$ cat src/rtl/condition_wait_mux.sv
// Condition selector for the microsequencer: selects one status condition (optionally inverted/sticky)
// and either returns it immediately or waits for it. Build with COND_TIMEOUT_EN to add the wait timeout.
module condition_wait_mux #(
  parameter int unsigned         NUM_COND    = 8,
  parameter int unsigned         SEL_W       = 3,
  parameter int unsigned         TIMEOUT_W   = 8,
  parameter logic [NUM_COND-1:0] STICKY_MASK = NUM_COND'(8'b0000_1000)
) (
  input  logic                 Clk,
  input  logic                 Reset,
  input  logic [NUM_COND-1:0]  Cond_In,
  input  logic [SEL_W-1:0]     Cond_Select,
  input  logic                 Invert,
  input  logic                 Wait_Mode,
  input  logic                 Eval,
  input  logic                 Sticky_Clear,
  input  logic [TIMEOUT_W-1:0] Timeout_Limit,
  output logic                 Condition,
  output logic                 Cond_Valid,
  output logic                 Busy,
  output logic                 Timeout
);

  // Selection space padded to the full index range so out-of-range indices read as 0.
  localparam int unsigned SEL_N = 1 << SEL_W;

  localparam logic [0:0] IDLE = 1'b0;
  localparam logic [0:0] WAIT = 1'b1;

  logic [0:0]          state;
  logic [0:0]          state_n;
  logic [NUM_COND-1:0] sticky;
  logic [NUM_COND-1:0] eff;
  logic [SEL_N-1:0]    eff_ext;
  logic [SEL_W-1:0]    wait_sel;
  logic [SEL_W-1:0]    wait_sel_n;
  logic                wait_inv;
  logic                wait_inv_n;
  logic                sel_live;
  logic                sel_wait;
  logic                condition_n;
  logic                cond_valid_n;
`ifdef COND_TIMEOUT_EN
  logic [TIMEOUT_W-1:0] wait_cnt;
  logic [TIMEOUT_W-1:0] wait_cnt_n;
  logic                 timeout_n;
`endif

  assign eff = Cond_In | (STICKY_MASK & sticky);

  always_comb begin
    eff_ext = '0;
    eff_ext[NUM_COND-1:0] = eff;
  end

  assign sel_live = eff_ext[Cond_Select] ^ Invert;
  assign sel_wait = eff_ext[wait_sel] ^ wait_inv;

  // Sticky capture; a clear wins over a coincident capture.
  always_ff @(posedge Clk) begin
    if (Reset) begin
      sticky <= '0;
    end else if (Sticky_Clear) begin
      sticky <= '0;
    end else begin
      sticky <= sticky | (Cond_In & STICKY_MASK);
    end
  end

  // Next-state and next-output logic.
  always_comb begin
    state_n      = state;
    condition_n  = Condition;
    cond_valid_n = 1'b0;
    wait_sel_n   = wait_sel;
    wait_inv_n   = wait_inv;
`ifdef COND_TIMEOUT_EN
    wait_cnt_n   = wait_cnt;
    timeout_n    = 1'b0;
`endif
    case (state)
      IDLE: begin
        if (Eval) begin
          if (!Wait_Mode || sel_live) begin
            condition_n  = sel_live;
            cond_valid_n = 1'b1;
          end else begin
            wait_sel_n = Cond_Select;
            wait_inv_n = Invert;
            state_n    = WAIT;
`ifdef COND_TIMEOUT_EN
            wait_cnt_n = '0;
`endif
          end
        end
      end
      WAIT: begin
        if (sel_wait) begin
          condition_n  = 1'b1;
          cond_valid_n = 1'b1;
          state_n      = IDLE;
`ifdef COND_TIMEOUT_EN
        end else if (Timeout_Limit != '0) begin
          // Limit is read live; compare before incrementing, saturate rather than wrap.
          if (wait_cnt == Timeout_Limit - TIMEOUT_W'(1)) begin
            condition_n  = 1'b0;
            cond_valid_n = 1'b1;
            timeout_n    = 1'b1;
            state_n      = IDLE;
          end else if (wait_cnt != '1) begin
            wait_cnt_n = wait_cnt + TIMEOUT_W'(1);
          end
`endif
        end
      end
      default: state_n = IDLE;
    endcase
  end

  // State register.
  always_ff @(posedge Clk) begin
    if (Reset) begin
      state <= IDLE;
    end else begin
      state <= state_n;
    end
  end

  // Registered outputs and latched wait context.
  always_ff @(posedge Clk) begin
    if (Reset) begin
      Condition  <= 1'b0;
      Cond_Valid <= 1'b0;
      Busy       <= 1'b0;
      wait_sel   <= '0;
      wait_inv   <= 1'b0;
    end else begin
      Condition  <= condition_n;
      Cond_Valid <= cond_valid_n;
      Busy       <= (state_n == WAIT);
      wait_sel   <= wait_sel_n;
      wait_inv   <= wait_inv_n;
    end
  end

`ifdef COND_TIMEOUT_EN
  always_ff @(posedge Clk) begin
    if (Reset) begin
      wait_cnt <= '0;
      Timeout  <= 1'b0;
    end else begin
      wait_cnt <= wait_cnt_n;
      Timeout  <= timeout_n;
    end
  end
`else
  logic unused_limit;
  assign unused_limit = ^Timeout_Limit;
  assign Timeout      = 1'b0;
`endif

endmodule

$ cat config.mk
export PLATFORM = sky130hd
export DESIGN_NAME = condition_wait_mux
export DESIGN_NICKNAME = d
export VERILOG_FILES = /design/src/rtl/condition_wait_mux.sv
export SDC_FILE = /design/constraint.sdc
export NUM_CORES = 1
export LEC_CHECK = 0
export BUFFER_PORTS_ARGS = -buffer_cell sky130_fd_sc_hd__buf_4
export CAP_MARGIN = 20
export CELL_PAD_IN_SITES_DETAIL_PLACEMENT = 1
export CELL_PAD_IN_SITES_GLOBAL_PLACEMENT = 1
export CORE_AREA = 2 2 46 48
export CTS_BUF_LIST = sky130_fd_sc_hd__clkbuf_4
export DETAILED_ROUTE_END_ITERATION = 8
export DIE_AREA = 0 0 48 50
export PLACE_DENSITY = 0.74
export SETUP_SLACK_MARGIN = 0.02
export SLEW_MARGIN = 10
export SYNTH_ARGS = -nofsm -noshare
export SYNTH_HDL_FRONTEND = slang
export SYNTH_SLANG_ARGS = --single-unit
$ cat constraint.sdc
create_clock -name Clk -period 1.7 [get_ports Clk]
set_input_delay 0.34 -clock Clk [delete_from_list [all_inputs] [get_ports Clk]]
set_output_delay 0.34 -clock Clk [all_outputs]
set_load 0.01 [all_outputs]
; ---- Word-level counts from Yosys, hierarchy flattened
; Cells that the tools add are included.
[totals]
output_inout_bits = 4
input_bits = 25
regBits = 15
[op_classes]
magnitude_cmp = 2
muxes = 16
n_reduce_logical = 5
bitwise = 6
eq_ne = 3
[ops]
columns = operator, count
row1 = OR 8 x 4 -> 8 bit, 2
row2 = two-way mux 1 bit, 11
row3 = < comparator 3 x 4 -> 1 bit (second input constant), 2
row4 = binary-select mux 1 bit (select 3 bit), 2
row5 = one-hot mux 1 bit (2 select lines), 3
row6 = AND reduction 3 bit, 2
row7 = inequality test 2 bit (second input constant), 2
row8 = inequality test 2 x 1 -> 1 bit (second input constant), 1
row9 = inverter 1 bit, 2
row10 = OR reduction 2 bit, 1
row11 = XOR 1 bit, 2
row12 = zero test 1 bit, 1
row13 = logical OR 1 bit, 1

; ---- Depth between registers and ports, before layout
[depth]
word_depth = 8
ltp_mapped = 5
ltp_nobuf = 5

; ---- Worst setup path before layout
; Ideal clock, no wire load.
[synth_path]
path_kind = reg-to-reg
start = register wait_sel[1]
end = register Cond_Valid
required_ps = 1567
arrival_time_ps = 1399
setup_slack_ps = 168
stages_incl_launch_ff = 6
n_path_buf = 0
path_cell_list = dfxtp_1 -> mux2i_1 -> nor3b_2 -> o311a_2 -> a211oi_1 -> a221oi_1
[synth_between]
elab_chain_len = 5
[synth_lines]
columns = element, line_no
row1 = from (decl), 35  ; logic [SEL_W-1:0] wait_sel;
row2 = from (signal assigned), 141  ; wait_sel <= wait_sel_n;
row3 = binary-select mux 1 bit (select 3 bit), 57  ; assign sel_wait = eff_ext[wait_sel] ^ wait_inv;
row4 = two-way mux 1 bit (not written as such), 57
row5 = XOR 1 bit, 57
row6 = two-way mux 1 bit, 98  ; if (sel_wait) begin
row7 = one-hot mux 1 bit (2 select lines), 81  ; case (state)
row8 = to (signal assigned), 139  ; Cond_Valid <= cond_valid_n;
row9 = to (decl), 19  ; output logic Cond_Valid,
; Every way passes these cells. The select of a mux whose other input is x is not followed.
; A chain may end at the register's enable or synchronous reset.

; ---- Worst setup path in the final report
[layout_path]
start = register wait_sel[0]
end = register Cond_Valid
; The elaborated chain is that of the path after synthesis.

==> impl_metrics.csv <==
group,metric,value,unit
timing,final-setup-viol-count,0,
global_route,grt_usage,15.1,%
global_route,grt_max_degree,7,
global_route,overflow,0,
timing,finalCritPeriodShare,94.1,%
logic_synthesis,ys_types,29,
clocking,tritoncts,"built",
logic_synthesis,ys_seq_area_share,26.7,%
logic_synthesis,synth_compound_area_share,27.1,%
clocking,cts_buffers,3,
detailed_routing,vias,612,
clocking,clock_latency,0.26,ns
logic_synthesis,synth_simple_gate_area_share,27.5,%
die,design.core.area,1900,um2
final_layout,antennaDiodeCount,0,
clocking,post_cts_buffers,0,
worst_setup_path,reg2reg_slack,0.10,ns
global_route,grt_pass1_vias,651,
worst_setup_path,critPathArrivalTime,1.74,ns
detailed_routing,post_drt_wl_per_cell,13.4,um
detailed_routing,ant_nets,0,
logic_synthesis,syn_avg_cell_area,8.96,um2
die,fp.dieArea,2400,um2
outcome,status,"completed",
power_and_ir_drop,peakVddDrop,0.000291,V
detailed_routing,drtIter0Drc,3,
logic_synthesis,synth-xor-area-share,0,%
final_layout,stdcell_count,122,
timing,layout_min_cycle_time,1.60,ns
global_route,antenna_found_initial,0,
logic_synthesis,synth_fp_nets,92,
placement,gp_congestion,0.765,
timing,hold_viol,0,
clocking,cts.sinks,8,
clocking,cts-root-buf,"clkbuf_4",
logic_synthesis,synth_top_family_by_area,"simple AND/OR/NAND/NOR gates",
clocking,htreeDepth,1,
worst_setup_path,cp_max_fo,4,
logic_synthesis,syn_area,601,um2
timing,max_freq,625,MHz
worst_setup_path,end_kind,"flip-flop",
final_layout,final_common_cell,"buf_4",
placement,io_buffers,19,
timing,final.setup.tns,0,ns
detailed_routing,viasPerCell,5.02,
final_layout,drive_gt1_share,48.4,%
placement,placed_area,822,um2
clocking,hold_buffers,0,
timing,holdWs,0.238,ns
power_and_ir_drop,leakage,0.000350,uW
final_layout,final_cell_mix,"buf_4, nand2_1, dfxtp_1, mux2i_1",
logic_synthesis,synthAdderAreaFrac,0,%
die,initial_core_util,31.6,%
hold_path,hp-class,"in2reg",
placement,place_inst,119,
job,maxCapViolCount,0,
worst_setup_path,crit_required,1.84,ns
timing,slew_violations,0,
logic_synthesis,ys_seq_elements,8,
final_layout,fin_util,46.9,%
detailed_routing,routed_wl,1640,um
worst_setup_path,startpoint_type,"flip-flop",
clocking,cts_buffer_depth,2,
die,rows,16,
logic_synthesis,synth_cells,67,
logic_synthesis,muxShareOfSynthArea,15.0,%
die,dieWidth,48,um
detailed_routing,drtPass1Iterations,2,
final_layout,syn_to_final_growth,48.5,%
timing,skew,0.00490,ns
detailed_routing,drcViolationCount,0,
worst_setup_path,critPathKind,"reg2reg",
global_route,grt_pass1_wl,2640,um
power_and_ir_drop,p_per_area,585,nW/um2
final_layout,fin_area,892,um2
clocking,cts.reportedPaths.clkPinSlew,0.06,ns
logic_synthesis,yosysWarnings,0,
timing,rsz0062_at_grt,"true",
placement,hpwlAfterDp,1310,um
die,die_h,50,um
die,boundaryPins,29,
final_layout,fin_nets,122,
[power breakdown]
group / total, uW / internal (uW) / switching (uW)
Combinational: 164 / 87.7 / 76.4
Clock: 147 / 80.9 / 66.4
Sequential: 210 / 198 / 12.0
Total: 522 / 367 / 155
[synthesized netlist by cell type, drive strengths merged]
| cell type | n | share of area [%] |
|---|---|---|
| nand2 | 10 | 6.3 |
| o21ba | 1 | 1.7 |
| conb | 1 | 0.62 |
| a31oi | 1 | 1.0 |
| a21o | 1 | 1.3 |
| a221oi | 1 | 1.5 |
| a21oi | 3 | 4.4 |
| nand2b | 3 | 3.1 |
| mux2i | 9 | 15 |
| o31ai | 1 | 1.3 |
| or3 | 1 | 1.9 |
| nor4 | 2 | 3.1 |
| o21ai | 4 | 3.3 |
| o31a | 1 | 1.5 |
| nand3 | 1 | 0.83 |
| o311a | 1 | 1.9 |
| nor2b | 1 | 1.0 |
| nor2 | 4 | 2.5 |
| dfxtp | 8 | 27 |
| nor3b | 3 | 6.3 |
| nor3 | 2 | 2.5 |
| inv | 3 | 1.9 |
| a211oi | 1 | 1.3 |
| o32ai | 3 | 8.1 |
| buf | 1 | 1.3 |
[worst max-delay path, cell delays in order (launching register included)]
cell and delay (ns):
dfxtp_1 0.39, nor3b_2 0.26, o32ai_4 0.15, o311a_2 0.37, a211oi_2 0.21, a221oi_1 0.10
[per-stage QoR]
step	setup slack, ns	total power (uW)
6_report	0.100	522
5_1_grt	0.000571	561
4_1_cts	0.0752	523
3_5_place_dp	-0.0608	367
3_3_place_gp	-0.0566	361
2_1_floorplan	0.168	291
[flip-flops by register name, indices dropped and copies added (netlist names)]
name	flops
Condition	1
wait_inv	1
Cond_Valid	1
Busy	1
wait_sel	3
sticky	1
[layout make-up]
type,instances,area [um2]
Timing Repair Buffer,26,195
Fill cell,237,1010
Multi-Input combinational cell,55,465
Tap cell,27,33.8
Inverter,3,11.3
Sequential cell,8,164
Clock buffer,3,22.5
[final timing paths]
| kind | start | endpoint | cells past startpoint |
|---|---|---|---|
| worst min register to register | Condition$_SDFFE_PP0P_ | Condition$_SDFFE_PP0P_ | 2 |
| worst max-delay path | wait_sel[0]$_SDFFE_PP0P_ | Cond_Valid$_SDFF_PP0_ | 5 |
| worst max register to register | wait_sel[0]$_SDFFE_PP0P_ | Cond_Valid$_SDFF_PP0_ | 5 |
| worst min-delay path | Sticky_Clear | sticky[3]$_SDFF_PP0_ | 2 |
[logic make-up after synthesis]
group,Yosys count
flops,8
other cells,1
simple gates,27
mux,9
buf+inv,4
compound gates,18
[layer usage]
metal	GRT usage [%]	vias up	wire, um
met2	25.3	10	873
li1	-	308	-
met1	18.5	294	709
met3	5.49	0	57
met4	1.35	0	0
met5	0	-	0
[timing repair]
item,CTS,global route
setup endpoints to repair,1,1
pin swaps,0,1
gates resized for setup,2,7
No activity file was read; power rests on OpenSTA's default activity.
